### config.mk
export PLATFORM = sky130hd
export DESIGN_NAME = commutation_pwm
export DESIGN_NICKNAME = d
export VERILOG_FILES = /design/src/rtl/commutation_pwm.sv
export SDC_FILE = /design/constraint.sdc
export NUM_CORES = 1
export LEC_CHECK = 0
export CELL_PAD_IN_SITES_DETAIL_PLACEMENT = 0
export CELL_PAD_IN_SITES_GLOBAL_PLACEMENT = 2
export CORE_ASPECT_RATIO = 1.25
export CORE_MARGIN = 1.5
export CORE_UTILIZATION = 34
export DETAILED_ROUTE_END_ITERATION = 12
export PLACE_DENSITY = 0.84
export SLEW_MARGIN = 20
export SYNTH_ARGS = -nofsm -noshare
export SYNTH_HDL_FRONTEND = slang
export SYNTH_SLANG_ARGS = --single-unit
### constraint.sdc
create_clock -name CLK -period 5.5 [get_ports CLK]
set_clock_uncertainty 0.05 [all_clocks]
set_input_delay 0.825 -clock CLK [delete_from_list [all_inputs] [get_ports CLK]]
set_output_delay 0.825 -clock CLK [all_outputs]
set_load 0.005 [all_outputs]
### src/rtl/commutation_pwm.sv
// commutation_pwm: hall-sensor six-step commutation with an edge-aligned PWM carrier.
// Hall inputs are double-synchronized and debounced. Every pattern change is
// preceded by an all-off dead window. Signed step counting and hall error
// detection run alongside. All outputs are registered.
module commutation_pwm #(
    parameter int PERIOD   = 800,
    parameter int DEADTIME = 16,
    parameter int FILTER   = 4
) (
    input  logic               CLK,
    input  logic               reset,
    input  logic               hall1,
    input  logic               hall2,
    input  logic               hall3,
    input  logic               enable,
    input  logic signed [15:0] duty,
    output logic [5:0]         PHASES,
    output logic [2:0]         hall_state,
    output logic signed [31:0] comm_count,
    output logic               fault,
    output logic               hall_err
);
    localparam int CW = (PERIOD > 1) ? $clog2(PERIOD) : 1;
    localparam int DW = (DEADTIME > 1) ? $clog2(DEADTIME) : 1;
    localparam int FW = $clog2(FILTER + 1);
    localparam logic [CW-1:0] CAR_LAST  = CW'(PERIOD - 1);
    localparam logic [16:0]   MAG_MAX   = 17'(PERIOD);
    localparam logic [DW-1:0] DEAD_LOAD = DW'(DEADTIME - 1);
    localparam logic [FW-1:0] FILT_FULL = FW'(FILTER);

    // Position of a hall code in the forward sequence 5,4,6,2,3,1; 7 marks 000/111.
    function automatic logic [2:0] seq_idx(input logic [2:0] code);
        case (code)
            3'd5:    seq_idx = 3'd0;
            3'd4:    seq_idx = 3'd1;
            3'd6:    seq_idx = 3'd2;
            3'd2:    seq_idx = 3'd3;
            3'd3:    seq_idx = 3'd4;
            3'd1:    seq_idx = 3'd5;
            default: seq_idx = 3'd7;
        endcase
    endfunction

    // Next forward position, wrapping 5 back to 0.
    function automatic logic [2:0] seq_succ(input logic [2:0] idx);
        if (idx == 3'd5) begin
            seq_succ = 3'd0;
        end else begin
            seq_succ = idx + 3'd1;
        end
    endfunction

    logic [2:0]         sync1_r, sync2_r, cand_r, hall_state_r;
    logic [FW-1:0]      run_r, run_nxt_s;
    logic               fault_r, hall_err_r, sign_r, en_r;
    logic signed [31:0] comm_count_r, count_nxt_s;
    logic [CW-1:0]      carrier_r, carrier_nxt_s;
    logic [16:0]        mag_r, mag_nxt_s, abs_s, duty_ext_s;
    logic [4:0]         key_r, key_nxt_s;
    logic [DW-1:0]      dead_r, dead_nxt_s;
    logic [5:0]         phases_r, phases_nxt_s;
    logic [2:0]         hall_nxt_s, idx_old_s, idx_new_s;
    logic [2:0]         hi_oh_s, lo_oh_s, hi_sel_s, lo_sel_s;
    logic               fault_nxt_s, err_nxt_s, sign_nxt_s, en_nxt_s;
    logic               accept_s, wrap_s, change_s, chop_s;

    // Next-state logic: hall filter, step bookkeeping, carrier, latches and gate pattern.
    always_comb begin
        run_nxt_s     = run_r;
        hall_nxt_s    = hall_state_r;
        fault_nxt_s   = fault_r;
        count_nxt_s   = comm_count_r;
        err_nxt_s     = 1'b0;
        carrier_nxt_s = carrier_r;
        mag_nxt_s     = mag_r;
        sign_nxt_s    = sign_r;
        en_nxt_s      = en_r;
        dead_nxt_s    = dead_r;
        hi_oh_s       = 3'b000;
        lo_oh_s       = 3'b000;
        hi_sel_s      = 3'b000;
        lo_sel_s      = 3'b000;
        phases_nxt_s  = 6'd0;
        idx_old_s     = seq_idx(hall_state_r);
        idx_new_s     = seq_idx(sync2_r);
        duty_ext_s    = {duty[15], duty};
        abs_s         = 17'd0;

        // A code is accepted once it has been seen on FILTER consecutive cycles.
        if (sync2_r == cand_r) begin
            if (run_r < FILT_FULL) begin
                run_nxt_s = run_r + FW'(1);
            end else begin
                run_nxt_s = run_r;
            end
        end else begin
            run_nxt_s = FW'(1);
        end
        accept_s = (run_nxt_s == FILT_FULL) && (sync2_r != hall_state_r);

        if (accept_s) begin
            hall_nxt_s  = sync2_r;
            fault_nxt_s = (idx_new_s == 3'd7);
            if ((idx_old_s == 3'd7) || (idx_new_s == 3'd7)) begin
                err_nxt_s = 1'b1;
            end else if (idx_new_s == seq_succ(idx_old_s)) begin
                count_nxt_s = comm_count_r + 32'sd1;
            end else if (idx_old_s == seq_succ(idx_new_s)) begin
                count_nxt_s = comm_count_r - 32'sd1;
            end else begin
                err_nxt_s = 1'b1;
            end
        end else begin
            hall_nxt_s  = hall_state_r;
            fault_nxt_s = fault_r;
        end

        // Carrier wraps at PERIOD-1; the drive command is sampled only at the wrap.
        wrap_s = (carrier_r == CAR_LAST);
        if (duty[15]) begin
            abs_s = 17'd0 - duty_ext_s;
        end else begin
            abs_s = duty_ext_s;
        end
        if (wrap_s) begin
            carrier_nxt_s = {CW{1'b0}};
            mag_nxt_s     = (abs_s > MAG_MAX) ? MAG_MAX : abs_s;
            sign_nxt_s    = duty[15];
            en_nxt_s      = enable;
        end else begin
            carrier_nxt_s = carrier_r + CW'(1);
        end

        // Any change of code, direction or enable opens a fresh dead window.
        key_nxt_s = {hall_nxt_s, sign_nxt_s, en_nxt_s};
        change_s  = (key_nxt_s != key_r);
        if (change_s) begin
            dead_nxt_s = DEAD_LOAD;
        end else if (dead_r != {DW{1'b0}}) begin
            dead_nxt_s = dead_r - DW'(1);
        end else begin
            dead_nxt_s = dead_r;
        end

        // Forward commutation table as one-hot phase selects (bit0 = A).
        case (hall_nxt_s)
            3'd5:    begin hi_oh_s = 3'b001; lo_oh_s = 3'b010; end
            3'd4:    begin hi_oh_s = 3'b001; lo_oh_s = 3'b100; end
            3'd6:    begin hi_oh_s = 3'b010; lo_oh_s = 3'b100; end
            3'd2:    begin hi_oh_s = 3'b010; lo_oh_s = 3'b001; end
            3'd3:    begin hi_oh_s = 3'b100; lo_oh_s = 3'b001; end
            3'd1:    begin hi_oh_s = 3'b100; lo_oh_s = 3'b010; end
            default: begin hi_oh_s = 3'b000; lo_oh_s = 3'b000; end
        endcase
        if (sign_nxt_s) begin
            hi_sel_s = lo_oh_s;
            lo_sel_s = hi_oh_s;
        end else begin
            hi_sel_s = hi_oh_s;
            lo_sel_s = lo_oh_s;
        end

        // PHASES is computed from post-edge state so it lines up with the carrier.
        chop_s = (17'(carrier_nxt_s) < mag_nxt_s);
        if (change_s || (dead_r != {DW{1'b0}}) || !en_nxt_s ||
            (mag_nxt_s == 17'd0) || fault_nxt_s) begin
            phases_nxt_s = 6'd0;
        end else begin
            phases_nxt_s = {lo_sel_s, hi_sel_s & {3{chop_s}}};
        end
    end

    // State register with synchronous reset.
    always_ff @(posedge CLK) begin
        if (reset) begin
            sync1_r      <= 3'd0;
            sync2_r      <= 3'd0;
            cand_r       <= 3'd0;
            run_r        <= {FW{1'b0}};
            hall_state_r <= 3'd0;
            fault_r      <= 1'b1;
            comm_count_r <= 32'sd0;
            hall_err_r   <= 1'b0;
            carrier_r    <= {CW{1'b0}};
            mag_r        <= 17'd0;
            sign_r       <= 1'b0;
            en_r         <= 1'b0;
            key_r        <= 5'd0;
            dead_r       <= {DW{1'b0}};
            phases_r     <= 6'd0;
        end else begin
            sync1_r      <= {hall3, hall2, hall1};
            sync2_r      <= sync1_r;
            cand_r       <= sync2_r;
            run_r        <= run_nxt_s;
            hall_state_r <= hall_nxt_s;
            fault_r      <= fault_nxt_s;
            comm_count_r <= count_nxt_s;
            hall_err_r   <= err_nxt_s;
            carrier_r    <= carrier_nxt_s;
            mag_r        <= mag_nxt_s;
            sign_r       <= sign_nxt_s;
            en_r         <= en_nxt_s;
            key_r        <= key_nxt_s;
            dead_r       <= dead_nxt_s;
            phases_r     <= phases_nxt_s;
        end
    end

    assign PHASES     = phases_r;
    assign hall_state = hall_state_r;
    assign comm_count = comm_count_r;
    assign fault      = fault_r;
    assign hall_err   = hall_err_r;

endmodule
==> flow_summary.json, run 1 <==
{
  "cap_violations": 0,
  "drive_above_1_share": 0.0537,
  "min_path_type": "reg2reg",
  "async_flop_share": 0,
  "drtAntennaViolNets": 0,
  "cp_max_fo": 8,
  "avgSynthCellArea_um2": 8.17,
  "finalHoldViolCount": 0,
  "critical_path_required_ns": 5.74,
  "dp_cells": 990,
  "grt_max_degree": 71,
  "status": "complete, no violations",
  "whs_ns": 0.389,
  "seqPwrFrac": 0.463,
  "p_sw_frac": 0.274,
  "avgRoutedWirePerCell_um": 14.8,
  "cts_made_buffers": 9,
  "routabilityCongestion": 0.835,
  "synth-main-ff-cell": "dfxtp_1",
  "synth_warnings": 0,
  "clock_latency_ns": 0.35,
  "grt_pass1_vias": 5218,
  "p_switching_mw": 0.401,
  "grt_pass1_wl_mm": 24.7,
  "ys_seq_area_frac": 0.294,
  "syn_area_um2": 5990,
  "fmax_ghz": 0.202,
  "period_needed_ns": 4.95,
  "rsz0062_at_grt": "false",
  "placed_cell_area_um2": 6800,
  "grt_overflow_total": 0,
  "dpl.hpwl_mm": 11.0,
  "internal-power_mw": 1.06,
  "drt-total-wl_mm": 14.9,
  "yosys.area.top_type_share": 0.294,
  "p_per_area_nw_per_um2": 206,
  "ctsResizeCount": 0,
  "worstMarginPinSlew_ns": 0.897,
  "cts_hold_buf": 0,
  "power.total_mw": 1.46,
  "synth_commonest_cells": "89 x nor2_1, 88 x dfxtp_1, 63 x a21oi_1",
  "cts_setup_buffers": 0,
  "tns_ns": 0,
  "synth_edf_count": 0,
  "clkPwrFrac": 0.400,
  "path_clk_slew_ns": 0.07,
  "cts-root-buf": "clkbuf_16",
  "syn_to_final_growth_pct": 18.2,
  "vias_per_cell": 5.36,
  "yosysMostFrequentCell": "nor2_1",
  "fin_ws_ns": 0.549,
  "synth_top_area_cell": "dfxtp_1",
  "drc": 0,
  "numPortBuffers": 64,
  "design_area_um2": 7080,
  "netlist_instances": 734,
  "peakVddDrop_mv": 0.115,
  "cts_max_level": 3,
  "antenna_found_initial": 0,
  "grt_usage": 0.168,
  "fp.dieW_um": 122,
  "dr.pass1.iters": 4,
  "final_cells": 1006,
  "critPathArrivalTime_ns": 5.19,
  "drt_iter0_markers": 217,
  "leakagePower_nw": 2.93,
  "vias": 5394,
  "die_height_um": 151,
  "synth_fp_nets": 802,
  "pre_cts_slack_ns": 0.209,
  "cts_tree": "done",
  "pin_count": 65,
  "core-area_um2": 17400,
  "n_antenna_cell": 0,
  "worst-setup-path-type": "in2reg",
  "worst_setup_path_start_kind": "primary input",
  "report.final.slew_viol_count": 0,
  "fp.dieArea_um2": 18400,
  "start_util": 0.345,
  "post-route-period-util": 0.900,
  "fin_util": 0.408,
  "cp-end-kind": "flip-flop",
  "nNetsFinal": 845,
  "cts_buffer_depth": 2,
  "power_frac_comb": 0.137,
  "rows": 54,
  "synthTopCellsByArea": "dfxtp_1 29%, ha_1 9.4%, nor2_1 5.6%, a21oi_1 5.3%, xnor2_1 5.1%",
  "ys_seq_elements": 88,
  "cts.sinks": 88,
  "max-slew-margin-rel": 0.401,
  "synth.distinct_cells": 68,
  "setup_viol": 0
}
-- cell type report --
class                           count  area [um^2]
Fill cell                        1779        10300
Multi-Input combinational cell    590         3990
Sequential cell                    88         1760
Timing Repair Buffer               75          718
Tap cell                          224          280
Clock buffer                        9          225
Clock inverter                      7         56.3
Inverter                           13         48.8
-- power by group through the flow --
stage               logic [mW]  clock network [mW]  registers [mW]
floorplan                0.151                   0           0.683
global placement         0.191                   0           0.688
detailed placement       0.199                   0           0.690
CTS                      0.200               0.606           0.676
global route             0.228               0.628           0.679
finish                   0.200               0.585           0.676
-- metal layers --
layer / global-route usage / part of all wire
met1: 0.192 / 0.45
met2: 0.307 / 0.50
met3: 0.0241 / 0.030
met4: 0.0729 / 0.021
met5: 0 / 0
-- state kept, by name, indices dropped and copies added (netlist names) --
name / count
carrier_r: 10
comm_count: 32
PHASES: 6
dead_r: 4
cand_r: 3
hall_state: 3
run_r: 3
mag_r: 17
hall_err: 1
sync1_r: 3
sync2_r: 3
key_r: 2
fault: 1
-- cell families after synthesis --
| family | synth area share |
|---|---|
| AND/OR/NAND/NOR | 0.237 |
| buffers and inverters | 0.0401 |
| AO/OA/AOI/OAI | 0.217 |
| adder cells (fa/ha/maj) | 0.0973 |
| multiplexers | 0.0478 |
| flip-flops | 0.294 |
| XOR/XNOR | 0.0672 |
-- final timing paths --
kind / startpoint / cells past startpoint / slack [ns] / to
worst max register to register: hall_state[1] / 12 / 0.83 / comm_count[28]
worst min register to register: sync1_r[2] / 1 / 0.39 / sync2_r[2]
worst min-delay path: sync1_r[2] / 1 / 0.39 / sync2_r[2]
worst max-delay path: duty[1] / 20 / 0.55 / PHASES[1]
-- cells in the final DEF (no fill, tap or decap), types with 18 or more instances in the layout --
master | Yosys | final
a21o_1 | 19 | 19
a21oi_1 | 63 | 63
clkdlybuf4s50_1 | 0 | 63
dfxtp_1 | 88 | 88
ha_1 | 45 | 45
mux2i_1 | 23 | 23
nand2_1 | 45 | 45
nand3_1 | 18 | 18
nor2_1 | 89 | 89
nor3_1 | 28 | 28
o21ai_0 | 24 | 24
xnor2_1 | 35 | 35
-- worst max-delay path, stage by stage --
cell and delay, ns:
clkdlybuf4s50_1 0.51, inv_1 0.10, ha_1 0.26, nor3b_1 0.54
nand4b_1 0.20, a21oi_1 0.21, o211ai_1 0.14, a2111o_1 0.49
a21oi_1 0.17, a21oi_1 0.08, ha_1 0.30, a21o_1 0.16
a21o_1 0.17, a21o_1 0.17, a21oi_1 0.13, o21ai_0 0.11
nand3_1 0.09, a22oi_1 0.08, a211o_2 0.34, nor2_1 0.11
Note: power is estimated with default switching activity, not from simulation.
==> run 2, diff against run 1 <==
- SETUP_SLACK_MARGIN: default -> 0.02
- SLEW_MARGIN: 20 -> 30
==> results of run 2 <==
Same layout as run 1: the final DEF is identical, and so are final timing and power.
==> run 3, diff against run 2 <==
- clock period: 5.5 -> 5.1 ns (I/O delays scaled with it)
==> run 3 against run 2 <==
Via count up 1.1%. Flip-flop and latch count unchanged. Critical endpoint unchanged. Power up 23%. Non-clock buffer count up 16. Sequential share of layout area down 0.76 points. Utilization up 1.3 points. Combinational power up 10%. Critical path depth up 1. Die area unchanged. Final cell count up 1.6%. Hold slack worse by 0.0049 ns. Clock power up 46%.
==> flow_summary.json, run 3 (synthesis gave the netlist of run 1 again) <==
{
  "status": "complete, no violations",
  "worstMarginPinSlew_ns": 0.758,
  "finalHoldViolCount": 0,
  "cp-end-kind": "flip-flop",
  "grt_pass1_vias": 5349,
  "grt_overflow_total": 0,
  "whs_ns": 0.384,
  "multiInputGateArea_um2": 3990,
  "tns_ns": 0,
  "cp_slowest_cell": "clkdlybuf4s50_1",
  "drt-total-wl_mm": 15.2,
  "worst-setup-path-type": "in2reg",
  "dpl.hpwl_mm": 11.5,
  "setup_viol": 0,
  "grt_max_degree": 71,
  "worst_setup_path_start_kind": "primary input",
  "placed_cell_area_um2": 6920,
  "nNetsFinal": 861,
  "routabilityCongestion": 0.828,
  "leakagePower_nw": 3.06,
  "post-route-period-util": 0.912,
  "drive_above_1_share": 0.0714,
  "min_from": "sync1_r[1]",
  "cts_tree": "done",
  "ctsResizeCount": 0,
  "syn_to_final_growth_pct": 21.9,
  "cpMostUsedCell": "a21o_1",
  "cpLargestDelayFamily": "compound AO/OA/AOI/OAI gates",
  "fp.dieW_um": 122,
  "final_cells": 1022,
  "fmax_ghz": 0.215,
  "dp_cells": 1006,
  "max-slew-margin-rel": 0.495,
  "cts_max_level": 3,
  "period_needed_ns": 4.65,
  "peakVddDrop_mv": 0.162,
  "antenna_found_initial": 0,
  "cts-root-buf": "clkbuf_16",
  "r2r-start": "sync2_r[0]",
  "vias_per_cell": 5.34,
  "grt_usage": 0.168,
  "layout_common_cells": "89 x nor2_1, 88 x dfxtp_1, 63 x a21oi_1, 63 x clkdlybuf4s50_1",
  "clock_latency_ns": 0.35,
  "cts_buffer_depth": 2,
  "drc": 0,
  "grt_pass1_wl_mm": 24.9,
  "drtAntennaViolNets": 0,
  "worstPathCellList": "clkdlybuf4s50_1 > inv_1 > ha_1 > or3b_1 > o41ai_4 > xor2_1 > o221ai_1 > a2111o_1 > buf_4 > nor2_1 > a21oi_1 > ha_1 > a21o_1 > a21o_1 > a21o_1 > a21oi_1 > o21ai_0 > nand3_1 > a22oi_1 > a211o_2 > nor2_1",
  "cts_hold_buf": 0,
  "critPathArrivalTime_ns": 4.89,
  "design_area_um2": 7300,
  "die_height_um": 151,
  "critical_path_required_ns": 5.33,
  "dr.pass1.iters": 4,
  "reg2reg_slack_ns": 0.62,
  "cap_violations": 0,
  "worst-path-stages": 21,
  "rows": 54,
  "min_path_cells": 1,
  "cts_made_buffers": 9,
  "avgRoutedWirePerCell_um": 14.9,
  "pin_count": 65,
  "report.final.slew_viol_count": 0,
  "fin_util": 0.421,
  "fp.dieArea_um2": 18400,
  "power.total_mw": 1.80,
  "ff2ff_path_depth": 14,
  "min_path_type": "reg2reg",
  "fin_ws_ns": 0.448,
  "cts.sinks": 88,
  "pre_cts_slack_ns": 0.121,
  "numPortBuffers": 64,
  "start_util": 0.345,
  "core-area_um2": 17400,
  "layout_commonest_cell": "nor2_1",
  "vias": 5455,
  "fillers": 1732,
  "rsz0062_at_grt": "false",
  "largest_register_ffs": 32,
  "regArea_um2": 1760,
  "cp_max_fo": 5,
  "cp_slowest_stage_delay_ns": 0.43,
  "path_clk_slew_ns": 0.06,
  "cts_setup_buffers": 0,
  "n_antenna_cell": 0,
  "drt_iter0_markers": 291,
  "path_buf_inv": 3,
  "worstSetupStartpoint": "duty[0]",
  "p_per_area_nw_per_um2": 247
}
-- run 3: report_power, final --
part	switching [mW]	total [mW]	leakage, nW	internal, mW
Clock	0.276	0.853	0.187	0.577
Combinational	0.115	0.220	2.16	0.105
Sequential	0.0196	0.729	0.712	0.709
Total	0.411	1.80	3.06	1.39
-- run 3: path summary, 6_finish.rpt --
path,end
worst min-delay path,sync2_r[1]
worst max register to register,comm_count[26]
worst min register to register,sync2_r[1]
worst max-delay path,PHASES[1]
-- run 3: routing by layer --
layer / part of all wire / GRT usage
met3: 0.032 / 0.0226
met5: 0 / 0
met1: 0.44 / 0.194
met4: 0.021 / 0.0718
met2: 0.50 / 0.307
-- run 3: layout make-up --
cell class | instances | share of cell area
Tap cell | 224 | 0.0384
Multi-Input combinational cell | 590 | 0.546
Inverter | 13 | 0.00668
Sequential cell | 88 | 0.241
Clock inverter | 6 | 0.0212
Timing Repair Buffer | 91 | 0.115
Clock buffer | 10 | 0.0313
-- run 3: worst reg2reg max path, cell delays in order (launching register included) --
cell,delay (ns)
dfxtp_1,0.58
inv_1,0.20
nor4b_1,0.34
o21ai_0,0.13
o311a_1,0.29
fa_1,0.50
a211oi_1,0.24
o21ai_0,0.21
o21bai_1,0.34
a21boi_0,0.24
a31o_2,0.32
a311oi_1,0.42
nor2_1,0.11
xnor2_1,0.15
a311oi_1,0.27
